--- src/rtl/placement_readback_if.sv ---
// Bundles the placement RAM read ports and the per-node record stream.
// Latency: n/a (wires only).
// Backpressure: record stream is valid/ready; RAM ports are fixed one-cycle reads.
interface placement_readback_if #(
  parameter int DW = 32
);
  logic          rePX;
  logic [DW-1:0] addrPX;
  logic [DW-1:0] doutPX;
  logic          rePY;
  logic [DW-1:0] addrPY;
  logic [DW-1:0] doutPY;
  logic          reGrid;
  logic [DW-1:0] addrGrid;
  logic [DW-1:0] doutGrid;
  logic          rec_valid;
  logic          rec_ready;
  logic [DW-1:0] rec_node;
  logic [DW-1:0] rec_x;
  logic [DW-1:0] rec_y;
  logic [2:0]    rec_flags;

  // Reader side: drives strobes/addresses and records.
  modport master (
    output rePX, addrPX, rePY, addrPY, reGrid, addrGrid,
    input  doutPX, doutPY, doutGrid,
    output rec_valid, rec_node, rec_x, rec_y, rec_flags,
    input  rec_ready
  );

  // Memory and record-consumer side.
  modport slave (
    input  rePX, addrPX, rePY, addrPY, reGrid, addrGrid,
    output doutPX, doutPY, doutGrid,
    input  rec_valid, rec_node, rec_x, rec_y, rec_flags,
    output rec_ready
  );
endinterface

--- src/rtl/placement_readback.sv ---
// Walks placer result RAMs, cross-checks grid vs positions, streams node records, counts occupied cells.
// Latency: 3 or 5 cycles per node (plus stalls) + 2*N*N scan + start/FIN overhead; all outputs registered.
// Backpressure: rec_valid holds record stable until rec_ready; no further RAM reads while stalled.
module placement_readback #(
  parameter int N       = 6,
  parameter int N_NODES = 18,
  parameter int DW      = 32
) (
  input  logic          clk,
  input  logic          reset,
  input  logic          start,
  output logic          busy,
  output logic          done,
  output logic [DW-1:0] placed_cnt,
  output logic [DW-1:0] unplaced_cnt,
  output logic [DW-1:0] mismatch_cnt,
  output logic [DW-1:0] occupied_cnt,
  output logic          ok,
  placement_readback_if.master bus
);

  typedef enum logic [3:0] {
    IDLE, POS_RD, POS_WT, GR_RD, GR_WT, EMIT, SC_RD, SC_WT, FIN
  } state_t;

  localparam logic [DW-1:0] EMPTY     = {DW{1'b1}};
  localparam logic [DW-1:0] MAX_COORD = DW'(N - 1);
  localparam logic [DW-1:0] LAST_NODE = DW'(N_NODES - 1);
  localparam logic [DW-1:0] LAST_CELL = DW'(N * N - 1);

  localparam logic [2:0] F_UNPLACED = 3'b001;
  localparam logic [2:0] F_OOR      = 3'b010;
  localparam logic [2:0] F_MISMATCH = 3'b100;

  state_t        state_q, state_d;
  logic [DW-1:0] node_q, node_d;
  logic [DW-1:0] cell_q, cell_d;
  logic [DW-1:0] x_q, x_d, y_q, y_d;
  logic [2:0]    flags_q, flags_d;
  logic [DW-1:0] placed_q, placed_d, unpl_q, unpl_d;
  logic [DW-1:0] mis_q, mis_d, occ_q, occ_d;
  logic          busy_q, busy_d, done_q, done_d, ok_q, ok_d;
  logic          rePX_q, rePX_d, rePY_q, rePY_d, reGrid_q, reGrid_d;
  logic [DW-1:0] addrP_q, addrP_d, addrGrid_q, addrGrid_d;
  logic          rec_valid_q, rec_valid_d;

  // Saturating counter increment.
  function automatic logic [DW-1:0] sat_inc(input logic [DW-1:0] v);
    return (&v) ? v : v + DW'(1);
  endfunction

  logic          x_unpl, y_unpl, x_oor, y_oor;
  logic [DW-1:0] grid_addr;
  logic [DW-1:0] occ_nx;

  // Next-state and registered-output computation; strobes default low so each lasts one cycle.
  always_comb begin
    state_d     = state_q;
    node_d      = node_q;
    cell_d      = cell_q;
    x_d         = x_q;
    y_d         = y_q;
    flags_d     = flags_q;
    placed_d    = placed_q;
    unpl_d      = unpl_q;
    mis_d       = mis_q;
    occ_d       = occ_q;
    busy_d      = busy_q;
    done_d      = 1'b0;
    ok_d        = ok_q;
    rePX_d      = 1'b0;
    rePY_d      = 1'b0;
    reGrid_d    = 1'b0;
    addrP_d     = addrP_q;
    addrGrid_d  = addrGrid_q;
    rec_valid_d = rec_valid_q;

    x_unpl    = (bus.doutPX == EMPTY);
    y_unpl    = (bus.doutPY == EMPTY);
    x_oor     = ($signed(bus.doutPX) < 0) || ($signed(bus.doutPX) > $signed(MAX_COORD));
    y_oor     = ($signed(bus.doutPY) < 0) || ($signed(bus.doutPY) > $signed(MAX_COORD));
    grid_addr = bus.doutPX * DW'(N) + bus.doutPY;
    occ_nx    = (bus.doutGrid != EMPTY) ? sat_inc(occ_q) : occ_q;

    case (state_q)
      IDLE: begin
        if (start) begin
          state_d  = POS_RD;
          placed_d = '0;
          unpl_d   = '0;
          mis_d    = '0;
          occ_d    = '0;
          ok_d     = 1'b0;
          busy_d   = 1'b1;
          node_d   = '0;
          rePX_d   = 1'b1;
          rePY_d   = 1'b1;
          addrP_d  = '0;
        end
      end
      POS_RD: state_d = POS_WT;
      POS_WT: begin
        x_d = bus.doutPX;
        y_d = bus.doutPY;
        if (x_unpl || y_unpl) begin
          flags_d     = F_UNPLACED;
          unpl_d      = sat_inc(unpl_q);
          rec_valid_d = 1'b1;
          state_d     = EMIT;
        end else if (x_oor || y_oor) begin
          flags_d     = F_OOR;
          mis_d       = sat_inc(mis_q);
          rec_valid_d = 1'b1;
          state_d     = EMIT;
        end else begin
          flags_d    = '0;
          reGrid_d   = 1'b1;
          addrGrid_d = grid_addr;
          state_d    = GR_RD;
        end
      end
      GR_RD: state_d = GR_WT;
      GR_WT: begin
        placed_d = sat_inc(placed_q);
        if (bus.doutGrid != node_q) begin
          flags_d = F_MISMATCH;
          mis_d   = sat_inc(mis_q);
        end
        rec_valid_d = 1'b1;
        state_d     = EMIT;
      end
      EMIT: begin
        if (rec_valid_q && bus.rec_ready) begin
          rec_valid_d = 1'b0;
          if (node_q == LAST_NODE) begin
            cell_d     = '0;
            reGrid_d   = 1'b1;
            addrGrid_d = '0;
            state_d    = SC_RD;
          end else begin
            node_d  = node_q + DW'(1);
            rePX_d  = 1'b1;
            rePY_d  = 1'b1;
            addrP_d = node_q + DW'(1);
            state_d = POS_RD;
          end
        end
      end
      SC_RD: state_d = SC_WT;
      SC_WT: begin
        occ_d = occ_nx;
        if (cell_q == LAST_CELL) begin
          done_d  = 1'b1;
          busy_d  = 1'b0;
          ok_d    = (unpl_q == '0) && (mis_q == '0) && (occ_nx == placed_q);
          state_d = FIN;
        end else begin
          cell_d     = cell_q + DW'(1);
          reGrid_d   = 1'b1;
          addrGrid_d = cell_q + DW'(1);
          state_d    = SC_RD;
        end
      end
      FIN:     state_d = IDLE;
      default: state_d = IDLE;
    endcase
  end

  // State and output registers; reset aborts any walk immediately.
  always_ff @(posedge clk) begin
    if (reset) begin
      state_q     <= IDLE;
      node_q      <= '0;
      cell_q      <= '0;
      x_q         <= '0;
      y_q         <= '0;
      flags_q     <= '0;
      placed_q    <= '0;
      unpl_q      <= '0;
      mis_q       <= '0;
      occ_q       <= '0;
      busy_q      <= 1'b0;
      done_q      <= 1'b0;
      ok_q        <= 1'b0;
      rePX_q      <= 1'b0;
      rePY_q      <= 1'b0;
      reGrid_q    <= 1'b0;
      addrP_q     <= '0;
      addrGrid_q  <= '0;
      rec_valid_q <= 1'b0;
    end else begin
      state_q     <= state_d;
      node_q      <= node_d;
      cell_q      <= cell_d;
      x_q         <= x_d;
      y_q         <= y_d;
      flags_q     <= flags_d;
      placed_q    <= placed_d;
      unpl_q      <= unpl_d;
      mis_q       <= mis_d;
      occ_q       <= occ_d;
      busy_q      <= busy_d;
      done_q      <= done_d;
      ok_q        <= ok_d;
      rePX_q      <= rePX_d;
      rePY_q      <= rePY_d;
      reGrid_q    <= reGrid_d;
      addrP_q     <= addrP_d;
      addrGrid_q  <= addrGrid_d;
      rec_valid_q <= rec_valid_d;
    end
  end

  assign busy          = busy_q;
  assign done          = done_q;
  assign ok            = ok_q;
  assign placed_cnt    = placed_q;
  assign unplaced_cnt  = unpl_q;
  assign mismatch_cnt  = mis_q;
  assign occupied_cnt  = occ_q;
  assign bus.rePX      = rePX_q;
  assign bus.rePY      = rePY_q;
  assign bus.addrPX    = addrP_q;
  assign bus.addrPY    = addrP_q;
  assign bus.reGrid    = reGrid_q;
  assign bus.addrGrid  = addrGrid_q;
  assign bus.rec_valid = rec_valid_q;
  assign bus.rec_node  = node_q;
  assign bus.rec_x     = x_q;
  assign bus.rec_y     = y_q;
  assign bus.rec_flags = flags_q;

endmodule

--- src/flat_wrapper.sv ---
// flat-port wrapper written by rule: the top's interface ports become plain ports
module placement_readback_flat 
#(
  parameter int N       = 6,
  parameter int N_NODES = 18,
  parameter int DW      = 32
)
  (clk, reset, start, busy, done, placed_cnt, unplaced_cnt, mismatch_cnt, occupied_cnt, ok, bus_rePX, bus_addrPX, bus_rePY, bus_addrPY, bus_reGrid, bus_addrGrid, bus_doutPX, bus_doutPY, bus_doutGrid, bus_rec_valid, bus_rec_node, bus_rec_x, bus_rec_y, bus_rec_flags, bus_rec_ready);
  placement_readback_if #(.DW(DW)) bus_i ();
  input  logic clk;
  input  logic reset;
  input  logic start;
  output logic busy;
  output logic done;
  output logic [DW-1:0] placed_cnt;
  output logic [DW-1:0] unplaced_cnt;
  output logic [DW-1:0] mismatch_cnt;
  output logic [DW-1:0] occupied_cnt;
  output logic ok;
  output wire logic [$bits(bus_i.rePX)-1:0] bus_rePX;
  output wire logic [$bits(bus_i.addrPX)-1:0] bus_addrPX;
  output wire logic [$bits(bus_i.rePY)-1:0] bus_rePY;
  output wire logic [$bits(bus_i.addrPY)-1:0] bus_addrPY;
  output wire logic [$bits(bus_i.reGrid)-1:0] bus_reGrid;
  output wire logic [$bits(bus_i.addrGrid)-1:0] bus_addrGrid;
  input wire logic [$bits(bus_i.doutPX)-1:0] bus_doutPX;
  input wire logic [$bits(bus_i.doutPY)-1:0] bus_doutPY;
  input wire logic [$bits(bus_i.doutGrid)-1:0] bus_doutGrid;
  output wire logic [$bits(bus_i.rec_valid)-1:0] bus_rec_valid;
  output wire logic [$bits(bus_i.rec_node)-1:0] bus_rec_node;
  output wire logic [$bits(bus_i.rec_x)-1:0] bus_rec_x;
  output wire logic [$bits(bus_i.rec_y)-1:0] bus_rec_y;
  output wire logic [$bits(bus_i.rec_flags)-1:0] bus_rec_flags;
  input wire logic [$bits(bus_i.rec_ready)-1:0] bus_rec_ready;
  assign bus_rePX = bus_i.rePX;
  assign bus_addrPX = bus_i.addrPX;
  assign bus_rePY = bus_i.rePY;
  assign bus_addrPY = bus_i.addrPY;
  assign bus_reGrid = bus_i.reGrid;
  assign bus_addrGrid = bus_i.addrGrid;
  assign bus_i.doutPX = bus_doutPX;
  assign bus_i.doutPY = bus_doutPY;
  assign bus_i.doutGrid = bus_doutGrid;
  assign bus_rec_valid = bus_i.rec_valid;
  assign bus_rec_node = bus_i.rec_node;
  assign bus_rec_x = bus_i.rec_x;
  assign bus_rec_y = bus_i.rec_y;
  assign bus_rec_flags = bus_i.rec_flags;
  assign bus_i.rec_ready = bus_rec_ready;
  placement_readback #(.N(N), .N_NODES(N_NODES), .DW(DW)) u_core (.clk(clk), .reset(reset), .start(start), .busy(busy), .done(done), .placed_cnt(placed_cnt), .unplaced_cnt(unplaced_cnt), .mismatch_cnt(mismatch_cnt), .occupied_cnt(occupied_cnt), .ok(ok), .bus(bus_i));
endmodule
--- config.mk ---
export PLATFORM = sky130hd
export DESIGN_NAME = placement_readback_flat
export DESIGN_NICKNAME = d
export VERILOG_FILES = /design/src/rtl/placement_readback_if.sv /design/src/rtl/placement_readback.sv /design/src/flat_wrapper.sv
export SDC_FILE = /design/constraint.sdc
export NUM_CORES = 1
export LEC_CHECK = 0
export ABC_CLOCK_PERIOD_IN_PS = 5280
export BUFFER_PORTS_ARGS = -buffer_cell sky130_fd_sc_hd__buf_2
export CORE_MARGIN = 3
export CORE_UTILIZATION = 35
export CTS_CLUSTER_SIZE = 28
export DETAILED_ROUTE_END_ITERATION = 10
export PLACE_DENSITY = 0.58
export REMOVE_ABC_BUFFERS = 1
export SETUP_SLACK_MARGIN = 0.4
export SLEW_MARGIN = 5
export SYNTH_ARGS = -nofsm -noshare
export SYNTH_HDL_FRONTEND = slang
export SYNTH_SLANG_ARGS = --single-unit
--- constraint.sdc ---
create_clock -name clk -period 5.28 [get_ports clk]
set_clock_uncertainty 0.05 [all_clocks]
set_input_delay 0.528 -clock clk [delete_from_list [all_inputs] [get_ports clk]]
set_output_delay 0.528 -clock clk [all_outputs]
set_load 0.005 [all_outputs]
# --- Word level (Yosys, flattened, before mapping) ---
# Index checks and enable logic that the tools add are counted.
totals:
  output_inout_bits: 330
  ff_bits: 301
  wordCells: 149
classes:
  n_lt_le_gt_ge: 4
  n_bitwise: 1
  n_mul: 1
  reduce_logical: 35
  add_sub_neg: 7
  n_eq_ne: 28
  n_mux: 56
ops:
  columns: ["op", "n"]
  rows:
  - ["32-bit two-way mux", 17]
  - ["32-bit one-hot mux with 2 select lines", 5]
  - ["32-bit by 1-bit adder with 32-bit output (second input constant)", 6]
  - ["32-bit one-hot mux with 3 select lines", 2]
  - ["32-bit AND reduction", 4]
  - ["32-bit equality test (second input constant)", 2]
  - ["32-bit by 4-bit > comparator with 1-bit output (second input constant)", 2]
  - ["32-bit zero test", 2]
  - ["32-bit by 1-bit less-than comparator with 1-bit output (second input constant)", 2]
  - ["32-bit adder", 1]
  - ["32-bit equality test", 1]
  - ["32-bit by 5-bit equality test with 1-bit output (second input constant)", 1]
  - ["32-bit by 6-bit equality test with 1-bit output (second input constant)", 1]
  - ["32-bit by 2-bit multiplier with 31-bit output (second input constant)", 1]
  - ["32-bit != test", 1]
  - ["32-bit != test (second input constant)", 1]
  - ["4-bit one-hot mux with 8 select lines", 1]
  - ["4-bit by 3-bit equality test with 1-bit output (second input constant)", 4]
  - ["1-bit two-way mux", 16]
  - ["4-bit two-way mux", 4]
  - ["2-bit != test (second input constant)", 7]
  - ["3-bit two-way mux", 4]
  - ["2-bit by 1-bit != test with 1-bit output (second input constant)", 6]
  - ["4-bit AND reduction", 3]
  - ["other kinds (18)", 38]

# --- Logic depth before layout (Yosys ltp) ---
# Gate-level depths: netlist (run 1).
logic_depth:
  word_depth: 7
  ltp_mapped: 22
  ltp_nobuf: 22

# --- Worst setup path after synthesis (run 1) ---
# No wires, ideal clock.
synth_path:
  path_type: "input-to-reg"
  start: "in bus_doutPX[1]"
  end: "reg u_core.addrGrid_q[28], in the netlist u_core.bus.addrGrid[28]"
  path_slack_ps: 889
  arrival_ps: 4207
  t_required_ps: 5096
  path_stages: 20
  path_cell_list: "ha_1 > a211o_1 > and3_1 > o41ai_1 > nor3_1 > a211oi_1 > o21bai_1 > a21oi_1 > nand3_1 > o311ai_0 > ha_1 > a21oi_1 > o21bai_1 > a21o_1 > a21o_1 > a21oi_1 > o21bai_1 > or3_1 > nand3_1 > a211oi_1"
synth_between:
  elab_chain_len: 5
  elab_cells_between_ends: 14
  classes_between: "add/sub (1); mul (1); order compare (2); eq/ne (3); mux (3); reduce/logical (4)"
synth_rtl:
  columns: ["item", "line_no", "source"]
  rows:
  - ["start: declaration", "flat_wrapper.sv:26", "input wire logic [$bits(bus_i.doutPX)-1:0] bus_doutPX;"]
  - ["32-bit by 2-bit multiplier with 31-bit output (tied with other cells)", "placement_readback.sv:82", "grid_addr = bus.doutPX * DW'(N) + bus.doutPY;"]
  - ["32-bit adder or 1-bit logical OR (tied branches)", "placement_readback.sv:82, placement_readback.sv:80", null]
  - ["32-bit two-way mux or 1-bit logical OR (tied branches)", "placement_readback.sv:110", "end else if (x_oor || y_oor) begin"]
  - ["32-bit two-way mux or 2-bit != test (tied branches)", null, null]
  - ["32-bit one-hot mux with 3 select lines or 6-bit AND reduction (tied branches)", null, null]
  - ["end signal: assignment", "placement_readback.sv:209", "addrGrid_q <= addrGrid_d;"]
  - ["end: declaration", "placement_readback.sv:44", "logic [DW-1:0] addrP_q, addrP_d, addrGrid_q, addrGrid_d;"]
# Several ways; a longest one is shown, not always the timed one. The select of a mux whose other input is x is not followed.
# A chain may end at the register's enable or synchronous reset.

# --- Final worst setup path (run 1) ---
layout_path:
  start: "in bus_doutPX[1]"
  end: "reg u_core.addrGrid_q[26], in the netlist u_core.bus.addrGrid[26]"
# Same word-level chain as after synthesis.

==> impl_results.md, run 1 <==
- Biggest area contributors in the synthesized netlist: sky130_fd_sc_hd__dfxtp_1 (31%), sky130_fd_sc_hd__xnor2_1 (8.0%), sky130_fd_sc_hd__ha_1 (6.1%)
- Boundary Pins: 430
- Largest fanout on the critical path: 8
- Unrepaired setup endpoints after global routing: false
- Global router's overall resource usage: 22.3%
- Sequential share of the synthesized area: 31.3%
- Die outline area: between 50000 and 60000 um^2
- Multiplexer share of the synthesized area: less than 1%
- Root buffer cell: sky130_fd_sc_hd__clkbuf_16
- Global-route congestion overflow total: 0
- Row cnt: 85
- Timing-limited maximum frequency: between 0.2 and 0.25 GHz
- Total area of multi-input combinational cells: ~12000 um^2
- Die width: 241 um
- Total via count after detailed routing: roughly 20000
- Nets: a little over 3000
- H-tree level count: 2
- Area of the core region: 54100 um^2
- Port bufs: 429
- Register bit count reported by yosys: ~300
- Leading area contributor after synthesis: sky130_fd_sc_hd__dfxtp_1
- Initial detailed-routing violation count: 1186
- Most frequent cell after synthesis: sky130_fd_sc_hd__nand2_1
- Number of buffers created by CTS: 38
- Post-synthesis async set-or-reset flop share: 0%
- Routed wire per std cell: 19.1 um
- Worst min path class: input port to flop
- Post-Layout Cell Count: ~3600
- Post-synthesis cell count: 2526
- Startpoint of the worst register-to-register path: u_core.occupied_cnt[0]
- Count of flip-flops with a built-in enable after synthesis: 0
- Fraction of post-synthesis cell area in the top cell type by area: 31.3%
- Syn Std Cell Area: 19300 um^2
- Max Transition Viols Final: 0
- Reg-to-reg slack, setup: 1.19 ns
- Die height: 241 um
- Final critical delay including setup and external delays: 4.51 ns
- Main combinational cell family by area after synthesis: simple AND/OR/NAND/NOR gates
- Final design area excluding fillers: 23000 um^2
- TritonCTS clock tree: yes
- Layout overhead on the synthesized area: 19.1%
- Utilization after layout: 42.4%
- Post-synthesis share of cell area spent on xor and xnor gates: about 12%
- Total half-perimeter wirelength after legalization and detailed placement: 51600 um
- Sinks on Clock Net: about 300
- Number of failing hold endpoints at the final stage: 0
- Rel. slew slack: 27.3%
- P per Cell Area: 282 nW/um^2
- Clock slew seen by the registers of the worst setup and hold paths: 0.06 ns
- Timing startpoint of the critical path: bus_doutPX[1]
- Mean Syn Cell Area: about 7.6 um^2
- Post-Route WL: roughly 68000 um
- Pre-antenna DRT Iters: 6
- Top cells by instance count after synthesis: sky130_fd_sc_hd__nand2_1 (303), sky130_fd_sc_hd__dfxtp_1 (301), sky130_fd_sc_hd__nor2_1 (300), sky130_fd_sc_hd__a21oi_1 (226), sky130_fd_sc_hd__xnor2_1 (176)
- Final setup fails: 0
- Fraction of the mapped netlist area in compound gates: 15.4%
- Cell total after placement: 3496
- Number of buffers between clock root and the deepest sink: 3
- Slew at the pin with the worst max-slew slack: 1.09 ns
- Post-DR vias/cell: 5.47
- Critical path launch point type: input port
- Fill cell instance count of the final layout: 5503
- Worst vdd ir: about 0.23 mV
- Crit. End Element: flop
- Simple-gate share of the synthesized area: approximately 28%
- Library cells used by synthesis: 78
- Final Cycle Share: between 80% and 90%
- CP Data Required Time: 5.66 ns
- Max-Cap Viols: 0
- Sequential cell area: 6030 um^2
- Endpoint arrival time on the critical path: between 4 and 5 ns
- Kind of critical path: input port to flop
- Clk Latency, worst-skew pair: about 0.56 ns
- Via count of the first global-routing pass: 18000
- P_leak: 9.66 nW
- Ys Warns: 0
- Number of antenna violations at the first check in global routing: 3
- Largest net degree at the start of global routing: 91
- Fraction of the mapped netlist area in adder cells: 6.31%
- Initial cell density of the core: 35.6%
- Hold_sp: bus_doutPX[7]
- Result of the run: completed
- DRC violation count after routing: 0
- First-pass GRT wire length: 104000 um
- Post-synth top flop: sky130_fd_sc_hd__dfxtp_1
- Share of post-route cells with drive strength above 1: between 10% and 20%
- Accumulated negative setup slack: 0 ns
- Final RePlAce weighted congestion: 0.919
- Routed Antenna Nets: 0
- Cell area after placement: 21600 um^2
- Smallest hold slack: 0.198 ns
## routing by layer
layer	vias to the layer above	wire, um	track usage (%)
li1	9458	-	-
met1	9341	30600	30.3
met2	591	31500	36.4
met3	92	3990	3.65
met4	2	1900	6.89
met5	-	9	0
## area by class of cell
type | count | area share (%)
diodes | 2 | 0.0218
flip-flops and latches | 301 | 26.2
multi-input cells | 1970 | 52.6
inverters | 75 | 1.23
well taps | 696 | 3.79
repair buffers | 454 | 10.2
clock inverters | 13 | 0.953
clock buffers | 54 | 4.97
## worst max-delay path: stages
cell and delay [ns]:
sky130_fd_sc_hd__buf_2 0.14, sky130_fd_sc_hd__ha_1 0.32, sky130_fd_sc_hd__a211o_1 0.29, sky130_fd_sc_hd__and3_1 0.19, sky130_fd_sc_hd__o41ai_1 0.33, sky130_fd_sc_hd__buf_4 0.20
sky130_fd_sc_hd__o21ai_0 0.07, sky130_fd_sc_hd__a21oi_1 0.23, sky130_fd_sc_hd__nor2b_1 0.07, sky130_fd_sc_hd__o21a_1 0.16, sky130_fd_sc_hd__nor2_1 0.11, sky130_fd_sc_hd__xnor2_1 0.14
sky130_fd_sc_hd__ha_1 0.35, sky130_fd_sc_hd__and2_1 0.18, sky130_fd_sc_hd__a31oi_1 0.28, sky130_fd_sc_hd__a211oi_1 0.17, sky130_fd_sc_hd__nor4b_1 0.55, sky130_fd_sc_hd__nor2_1 0.10
sky130_fd_sc_hd__xor2_1 0.16, sky130_fd_sc_hd__a211oi_1 0.23, sky130_fd_sc_hd__nor3_1 0.07
## state kept, by name, indices dropped and copies added (netlist names)
register	flops
u_core.bus.addrGrid	32
u_core.bus.rePX	1
u_core.state_q	4
u_core.cell_q	32
u_core.bus.rec_y	32
u_core.bus.rec_valid	1
u_core.done	1
u_core.busy	1
u_core.occupied_cnt	32
u_core.bus.rec_node	32
u_core.ok	1
u_core.bus.reGrid	1
u_core.bus.rec_x	32
u_core.unplaced_cnt	32
u_core.mismatch_cnt	32
u_core.placed_cnt	32
u_core.bus.rec_flags	3
## placed cells by master, fill, tap and decap left out, drive strengths merged, types with 78 or more instances in the layout
| master | synthesis | final |
|---|---|---|
| a21oi | 226 | 226 |
| ha | 94 | 94 |
| dfxtp | 301 | 301 |
| buf | 75 | 454 |
| nand2 | 304 | 304 |
| o21ai | 92 | 92 |
| xor2 | 87 | 87 |
| nand4 | 78 | 78 |
| nor2 | 300 | 300 |
| nor3 | 81 | 81 |
| xnor2 | 176 | 176 |
## where the power goes
part,leakage (nW),switching (mW),internal (mW)
registers,2.43,0.0360,2.32
clock network,0.669,1.07,1.75
logic,6.56,0.815,0.494
## through the flow
step	power, mW	setup WS, ns
finish	6.49	0.775
global route	6.77	0.418
CTS	6.54	0.787
detailed placement	3.69	0.207
global placement	3.68	0.355
floorplan	3.23	0.483
## cells by family after synthesis
| family | after synthesis |
|---|---|
| adder cells (fa/ha/maj) | 96 |
| flip-flops | 301 |
| AND/OR/NAND/NOR | 1112 |
| multiplexers | 10 |
| XOR/XNOR | 264 |
| buffers and inverters | 255 |
| AO/OA/AOI/OAI | 488 |
## worst paths after layout
kind / to / depth (start not counted)
setup / recovery: u_core.bus.addrGrid[26] / 21
hold / removal: u_core.bus.rec_x[7] / 3
setup reg to reg: u_core.ok / 10
hold reg to reg: u_core.bus.rec_y[22] / 2
## timing repair
action,4_1_cts,5_1_grt
setup endpoints to repair,0,1
setup buffers,0,0
hold buffers,0,0
resized for setup,0,2
Note: power is estimated with default switching activity, not from simulation.
==> inputs of run 2 (changes only) <==
--- a/config.mk
+++ b/config.mk
@@ -5,12 +5,13 @@
 export SDC_FILE = /design/constraint.sdc
 export NUM_CORES = 1
 export LEC_CHECK = 0
-export ABC_CLOCK_PERIOD_IN_PS = 5280
+export ABC_CLOCK_PERIOD_IN_PS = 4460
 export BUFFER_PORTS_ARGS = -buffer_cell sky130_fd_sc_hd__buf_2
 export CORE_MARGIN = 3
 export CORE_UTILIZATION = 35
 export CTS_CLUSTER_SIZE = 28
 export DETAILED_ROUTE_END_ITERATION = 10
+export GPL_TIMING_DRIVEN = 1
 export PLACE_DENSITY = 0.58
 export REMOVE_ABC_BUFFERS = 1
 export SETUP_SLACK_MARGIN = 0.4
==> constraint.sdc (replaced) <==
create_clock -name clk -period 4.46 [get_ports clk]
set_clock_uncertainty 0.05 [all_clocks]
set_input_delay 0.446 -clock clk [delete_from_list [all_inputs] [get_ports clk]]
set_output_delay 0.446 -clock clk [all_outputs]
set_load 0.005 [all_outputs]
==> impl_results.md, run 2 (synthesis gave the netlist of run 1 again) <==
- Area of the core region: about 54000 um^2
- Startpoint of the worst register-to-register path: u_core.occupied_cnt[8]
- Worst vdd ir: 0.257 mV
- Boundary Pins: 430
- Destination of the worst register-to-register timing path: u_core.ok
- Total via count after detailed routing: 19900
- Via count of the first global-routing pass: 18600
- Sinks on Clock Net: 301
- Unrepaired setup endpoints after global routing: false
- Final setup fails: 0
- Port bufs: 429
- Slew at the pin with the worst max-slew slack: 0.998 ns
- Reg-to-reg slack, setup: between 0.6 and 0.7 ns
- First-pass GRT wire length: 106000 um
- Share of post-route cells with drive strength above 1: 24.1%
- Routed wire per std cell: 18.7 um
- Hold_sp: bus_doutPX[7]
- Clock slew seen by the registers of the worst setup and hold paths: roughly 0.06 ns
- CP Capture Point: u_core.bus.addrGrid[29]
- Nets: 3172
- Routed Antenna Nets: 0
- Cell depth of the worst flop-to-flop path: 10
- Layout overhead on the synthesized area: 25.7%
- Result of the run: completed
- Global-route congestion overflow total: 0
- Total half-perimeter wirelength after legalization and detailed placement: 53000 um
- Number of buffers created by CTS: 38
- Worst slack, placed: -0.357 ns
- Clk Latency, worst-skew pair: 0.55 ns
- Post-Route WL: 69100 um
- Number of failing hold endpoints at the final stage: 0
- CP Data Required Time: about 4.8 ns
- Die height: 241 um
- DRC violation count after routing: 0
- Number of buffers between clock root and the deepest sink: 3
- Critical path launch point type: input port
- Global router's overall resource usage: 22.9%
- Initial cell density of the core: 35.6%
- Final Cycle Share: 87.1%
- Fill cell instance count of the final layout: 5479
- Rel. slew slack: 33.5%
- P_leak: 10.3 nW
- Largest fanout on the critical path: 4
- Crit. End Element: flop
- Cell area after placement: approximately 23000 um^2
- TritonCTS clock tree: yes
- Final design area excluding fillers: 24200 um^2
- Final critical delay including setup and external delays: just under 4 ns
- Timing-limited maximum frequency: 0.258 GHz
- Worst min path class: input port to flop
- Total area of multi-input combinational cells: between 10000 and 15000 um^2
- Max Transition Viols Final: 0
- Post-DR vias/cell: 5.39
- Timing startpoint of the critical path: bus_doutPX[1]
- P per Cell Area: 325 nW/um^2
- Most common library cell in the layout ignoring fill and taps: sky130_fd_sc_hd__buf_2
- Top library cells by usage in the layout, fill and taps aside: sky130_fd_sc_hd__buf_2 (427), sky130_fd_sc_hd__nand2_1 (301), sky130_fd_sc_hd__dfxtp_1 (301), sky130_fd_sc_hd__nor2_1 (298), sky130_fd_sc_hd__a21oi_1 (217)
- Die outline area: 57900 um^2
- Kind of critical path: input port to flop
- Die width: 241 um
- Sequential cell area: 6030 um^2
- H-tree level count: 2
- Endpoint arrival time on the critical path: 4.23 ns
- Initial detailed-routing violation count: 1336
- Pre-antenna DRT Iters: 5
- Max-Cap Viols: 0
- Number of antenna violations at the first check in global routing: 2
- Final RePlAce weighted congestion: ~0.9
- Root buffer cell: sky130_fd_sc_hd__clkbuf_16
- Row cnt: 85
- Largest net degree at the start of global routing: between 80 and 90
- Final worst setup slack: 0.577 ns
[run 2: cell types whose count changed in the layout (fill, tap and decap cells not counted), moves of 3 or more]
| cell | change |
|---|---|
| sky130_fd_sc_hd__buf_4 | +135 |
| sky130_fd_sc_hd__a21oi_1 | -8 |
| sky130_fd_sc_hd__a21oi_2 | +8 |
| sky130_fd_sc_hd__o21ai_0 | -6 |
| sky130_fd_sc_hd__o21ai_1 | +6 |
| sky130_fd_sc_hd__a211oi_1 | -3 |
| sky130_fd_sc_hd__bufinv_16 | -3 |
| sky130_fd_sc_hd__ha_1 | -3 |
[run 2: worst max-delay path, cell delays in order]
cell	delay [ns]
sky130_fd_sc_hd__buf_4	0.15
sky130_fd_sc_hd__ha_4	0.18
sky130_fd_sc_hd__inv_2	0.07
sky130_fd_sc_hd__fa_2	0.21
sky130_fd_sc_hd__nor2_2	0.05
sky130_fd_sc_hd__o31a_1	0.33
sky130_fd_sc_hd__o2111ai_2	0.27
sky130_fd_sc_hd__nand2_1	0.11
sky130_fd_sc_hd__a311oi_2	0.25
sky130_fd_sc_hd__buf_4	0.15
sky130_fd_sc_hd__nor2_1	0.05
sky130_fd_sc_hd__buf_4	0.15
sky130_fd_sc_hd__xor2_1	0.15
sky130_fd_sc_hd__buf_4	0.14
sky130_fd_sc_hd__ha_1	0.32
sky130_fd_sc_hd__a21o_1	0.19
sky130_fd_sc_hd__a21o_1	0.19
sky130_fd_sc_hd__a21oi_2	0.16
sky130_fd_sc_hd__o21a_1	0.15
sky130_fd_sc_hd__a31oi_1	0.10
sky130_fd_sc_hd__o311a_1	0.30
sky130_fd_sc_hd__o2bb2ai_1	0.12
[run 2: worst min-delay path by stage]
| stage | end | cells after the start | slack (ns) |
|---|---|---|---|
| 2_1_floorplan | u_core.bus.addrGrid[13] | 2 | 0.40 |
| 3_3_place_gp | u_core.bus.rec_x[7] | 2 | 0.39 |
| 3_5_place_dp | u_core.bus.rec_x[5] | 2 | 0.40 |
| 4_1_cts | u_core.bus.rec_x[9] | 3 | 0.09 |
| 5_1_grt | u_core.bus.rec_x[29] | 3 | 0.12 |
| 6_report | u_core.bus.rec_x[7] | 3 | 0.12 |
[run 2: routing by layer]
| metal | track usage (%) | part of all wire (%) | up-vias |
|---|---|---|---|
| met1 | 30.7 | 44 | 9448 |
| met5 | 0 | 0 | - |
| met3 | 3.81 | 6.6 | 124 |
| met2 | 36.9 | 46 | 638 |
| li1 | - | - | 9723 |
| met4 | 8.51 | 3.5 | 0 |
[run 2: final cells by class]
cell class	count	area share (%)
multi-input combinational	1970	51.0
sequential	301	24.9
timing repair buffer	590	14.0
clock buffer	56	4.83
tap	696	3.59
inverter	75	1.16
clock inverter	11	0.578
antenna	2	0.0207
[run 2: report_power, final]
group / switching, mW / internal (mW) / leakage, nW
Sequential: 0.0486 / 2.75 / 2.43
Clock: 1.26 / 1.94 / 0.642
Combinational: 1.05 / 0.832 / 7.28
Total: 2.36 / 5.52 / 10.3
[run 2: repair_timing]
| item | in CTS | in global routing |
|---|---|---|
| endpoints found under the hold margin | 0 | 0 |
| resized for setup | 12 | 53 |
| setup endpoints to repair | 7 | 17 |
| hold buffers | 0 | 0 |
| pin swaps | 1 | 41 |
| setup buffers | 0 | 5 |
[run 2: per-stage QoR]
| step | utilization, % | power (mW) | hold slack (ns) | TNS [ns] | std cells |
|---|---|---|---|---|---|
| final | 44.8 | 7.88 | 0.120 | 0 | 3701 |
| after detailed placement | 41.7 | 4.62 | 0.397 | -2.45 | 3627 |
| after global routing | 44.8 | 8.27 | 0.119 | 0 | 3700 |
| after CTS | 44.2 | 7.87 | 0.0913 | 0 | 3694 |
| after global placement | 41.7 | 4.59 | 0.390 | -1.78 | 3627 |
| after floorplan | - | 3.82 | 0.397 | -1.59 | 2346 |
==> inputs of run 3 (changes only) <==
--- a/config.mk
+++ b/config.mk
@@ -5,7 +5,7 @@
 export SDC_FILE = /design/constraint.sdc
 export NUM_CORES = 1
 export LEC_CHECK = 0
-export ABC_CLOCK_PERIOD_IN_PS = 4460
+export ABC_CLOCK_PERIOD_IN_PS = 4900
 export BUFFER_PORTS_ARGS = -buffer_cell sky130_fd_sc_hd__buf_2
 export CORE_MARGIN = 3
 export CORE_UTILIZATION = 35
==> constraint.sdc (replaced) <==
create_clock -name clk -period 4.9 [get_ports clk]
set_clock_uncertainty 0.05 [all_clocks]
set_input_delay 1.225 -clock clk [delete_from_list [all_inputs] [get_ports clk]]
set_output_delay 1.225 -clock clk [all_outputs]
set_load 0.005 [all_outputs]
==> impl_results.md, run 3 (synthesis gave the netlist of run 1 again) <==
- Sequential cell area: roughly 6000 um^2
- Pre-antenna DRT Iters: 5
- Rel. slew slack: 28.3%
- Crit-path slowest cell: sky130_fd_sc_hd__or3_1
- H-tree level count: 2
- Largest fanout on the critical path: 4
- Buffers & Inverters on Critical Path: 3
- Max-Cap Viols: 0
- Total via count after detailed routing: 20100
- Clock slew seen by the registers of the worst setup and hold paths: 0.06 ns
- Number of buffers created by CTS: 38
- Endpoint arrival time on the critical path: a little under 5 ns
- Number of antenna violations at the first check in global routing: 1
- Share of post-route cells with drive strength above 1: between 20 and 30%
- DRC violation count after routing: 0
- Initial cell density of the core: 35.6%
- CP Depth: 23
- Worst hold path cell count: 2
- Final critical delay including setup and external delays: 4.58 ns
- Layout overhead on the synthesized area: 30.8%
- Final RePlAce weighted congestion: 0.931
- CP Data Required Time: 5.24 ns
- Initial detailed-routing violation count: 1305
- Die height: 241 um
- Most common library cell in the layout ignoring fill and taps: sky130_fd_sc_hd__buf_2
- First-pass GRT wire length: roughly 110000 um
- Crit. End Element: flop
- Area of the core region: approximately 54000 um^2
- Kind of critical path: input port to flop
- TritonCTS clock tree: yes
- Cell class contributing the biggest share of worst-path delay: compound AO/OA/AOI/OAI gates
- Top library cells by usage in the layout, fill and taps aside: sky130_fd_sc_hd__buf_2 (425), sky130_fd_sc_hd__dfxtp_1 (301), sky130_fd_sc_hd__nand2_1 (299), sky130_fd_sc_hd__nor2_1 (296), sky130_fd_sc_hd__buf_4 (214)
- Nets: 3240
- Unrepaired setup endpoints after global routing: true
- Post-Route WL: 70500 um
- Routed wire per std cell: 18.7 um
- Die outline area: approximately 58000 um^2
- P_leak: 10.8 nW
- Reg-to-reg slack, setup: 0.72 ns
- Slowest Stage Delay on Critical Path: 0.35 ns
- Hold_sp: u_core.bus.rec_y[22]
- Total area of multi-input combinational cells: ~13000 um^2
- Ordered cell list for the critical path: buf_12 -> ha_4 -> a211o_1 -> and3_4 -> o41ai_2 -> buf_4 -> nor3_4 -> a211oi_2 -> o21bai_1 -> a21oi_2 -> buf_4 -> nand3_4 -> o311ai_4 -> ha_4 -> a21oi_4 -> o21bai_1 -> a21o_1 -> a21o_1 -> a21oi_2 -> o21bai_1 -> or3_1 -> nand3_1 -> a211oi_1
- Worst vdd ir: 0.246 mV
- Boundary Pins: 430
- Final Cycle Share: 93.4%
- Routed Antenna Nets: 0
- Final setup fails: 0
- Global-route congestion overflow total: 0
- Worst min path class: flop to flop
- Number of buffers between clock root and the deepest sink: 3
- Utilization after layout: a little under half
- Sinks on Clock Net: 301
- Row cnt: 85
- Cell depth of the worst flop-to-flop path: 10
- Most common cell on crit path: sky130_fd_sc_hd__o21bai_1
- Startpoint of the worst register-to-register path: u_core.occupied_cnt[0]
- Fill cell instance count of the final layout: 5380
- Hold path endpoint: u_core.bus.rec_y[22]
- Global router's overall resource usage: 23.0%
- P per Cell Area: 299 nW/um^2
- Clk Latency, worst-skew pair: 0.56 ns
- Critical path launch point type: input port
- Die width: 241 um
- Port bufs: 429
- Slew at the pin with the worst max-slew slack: 1.07 ns
- Total half-perimeter wirelength after legalization and detailed placement: 53400 um
- Root buffer cell: sky130_fd_sc_hd__clkbuf_16
- Via count of the first global-routing pass: 18800
- Post-DR vias/cell: 5.33
- Destination of the worst register-to-register timing path: u_core.ok
- Timing-limited maximum frequency: 0.218 GHz
- Number of failing hold endpoints at the final stage: 0
- Result of the run: completed
- Smallest hold slack: 0.401 ns
- Max Transition Viols Final: 0
- Largest net degree at the start of global routing: 145
## run 3: layer usage
layer  global-route usage (%)  share of wire [%]
met1                     31.0                 45
met2                     37.8                 47
met3                     3.78                5.4
met4                     6.89                2.6
met5                        0                  0
## run 3: report_power, final
group | switching, mW | total (mW) | leakage, nW | internal [mW]
Clock | 1.17 | 3.01 | 0.655 | 1.84
Sequential | 0.0448 | 2.54 | 2.43 | 2.50
Combinational | 1.06 | 1.99 | 7.70 | 0.934
Total | 2.28 | 7.55 | 10.8 | 5.27
## run 3: through the flow
stage / TNS (ns) / power [mW] / instances / area (um^2) / setup WS, ns
3_3_place_gp: -7.00 / 4.26 / 3674 / 23000 / -0.592
2_1_floorplan: -0.665 / 3.48 / 2346 / 18300 / -0.200
3_5_place_dp: -7.84 / 4.28 / 3674 / 23000 / -0.675
6_report: 0 / 7.55 / 3770 / 25200 / 0.321
5_1_grt: 0 / 7.89 / 3770 / 25200 / 0.138
4_1_cts: 0 / 7.41 / 3751 / 24600 / 0.353
## run 3: layout make-up
class | count | share of cell area [%]
multi-input combinational | 1970 | 50.4
sequential | 301 | 23.9
timing repair buffer | 658 | 15.8
clock buffer | 52 | 4.34
tap | 696 | 3.45
inverter | 75 | 1.12
clock inverter | 17 | 0.973
antenna | 1 | 0.00993
## run 3: worst reg2reg max path, cell delays in order, from the launching register on
cell	delay, ns
sky130_fd_sc_hd__dfxtp_1	0.57
sky130_fd_sc_hd__ha_1	0.34
sky130_fd_sc_hd__nand2_1	0.16
sky130_fd_sc_hd__nor4_1	0.60
sky130_fd_sc_hd__a32oi_2	0.53
sky130_fd_sc_hd__nand3_1	0.41
sky130_fd_sc_hd__xnor2_1	0.16
sky130_fd_sc_hd__o211ai_1	0.21
sky130_fd_sc_hd__or4_1	0.49
sky130_fd_sc_hd__or4_1	0.52
sky130_fd_sc_hd__o21ai_1	0.11
## run 3: how the worst max path moves through the flow
stage                  start                      end  slack [ns]
3_5_place_dp   bus_doutPX[1]  u_core.bus.addrGrid[28]       -0.67
2_1_floorplan  bus_doutPX[1]  u_core.bus.addrGrid[28]       -0.20
5_1_grt        bus_doutPX[1]  u_core.bus.addrGrid[28]        0.14
4_1_cts        bus_doutPX[1]  u_core.bus.addrGrid[28]        0.35
6_report       bus_doutPX[1]  u_core.bus.addrGrid[28]        0.32
3_3_place_gp   bus_doutPX[1]  u_core.bus.addrGrid[31]       -0.59
## run 3: timing repair
action	in CTS	in global routing
setup endpoints to repair	18	20
gates resized for setup	64	87
hold buffers	0	0
pin swaps	53	67
setup buffers	8	18
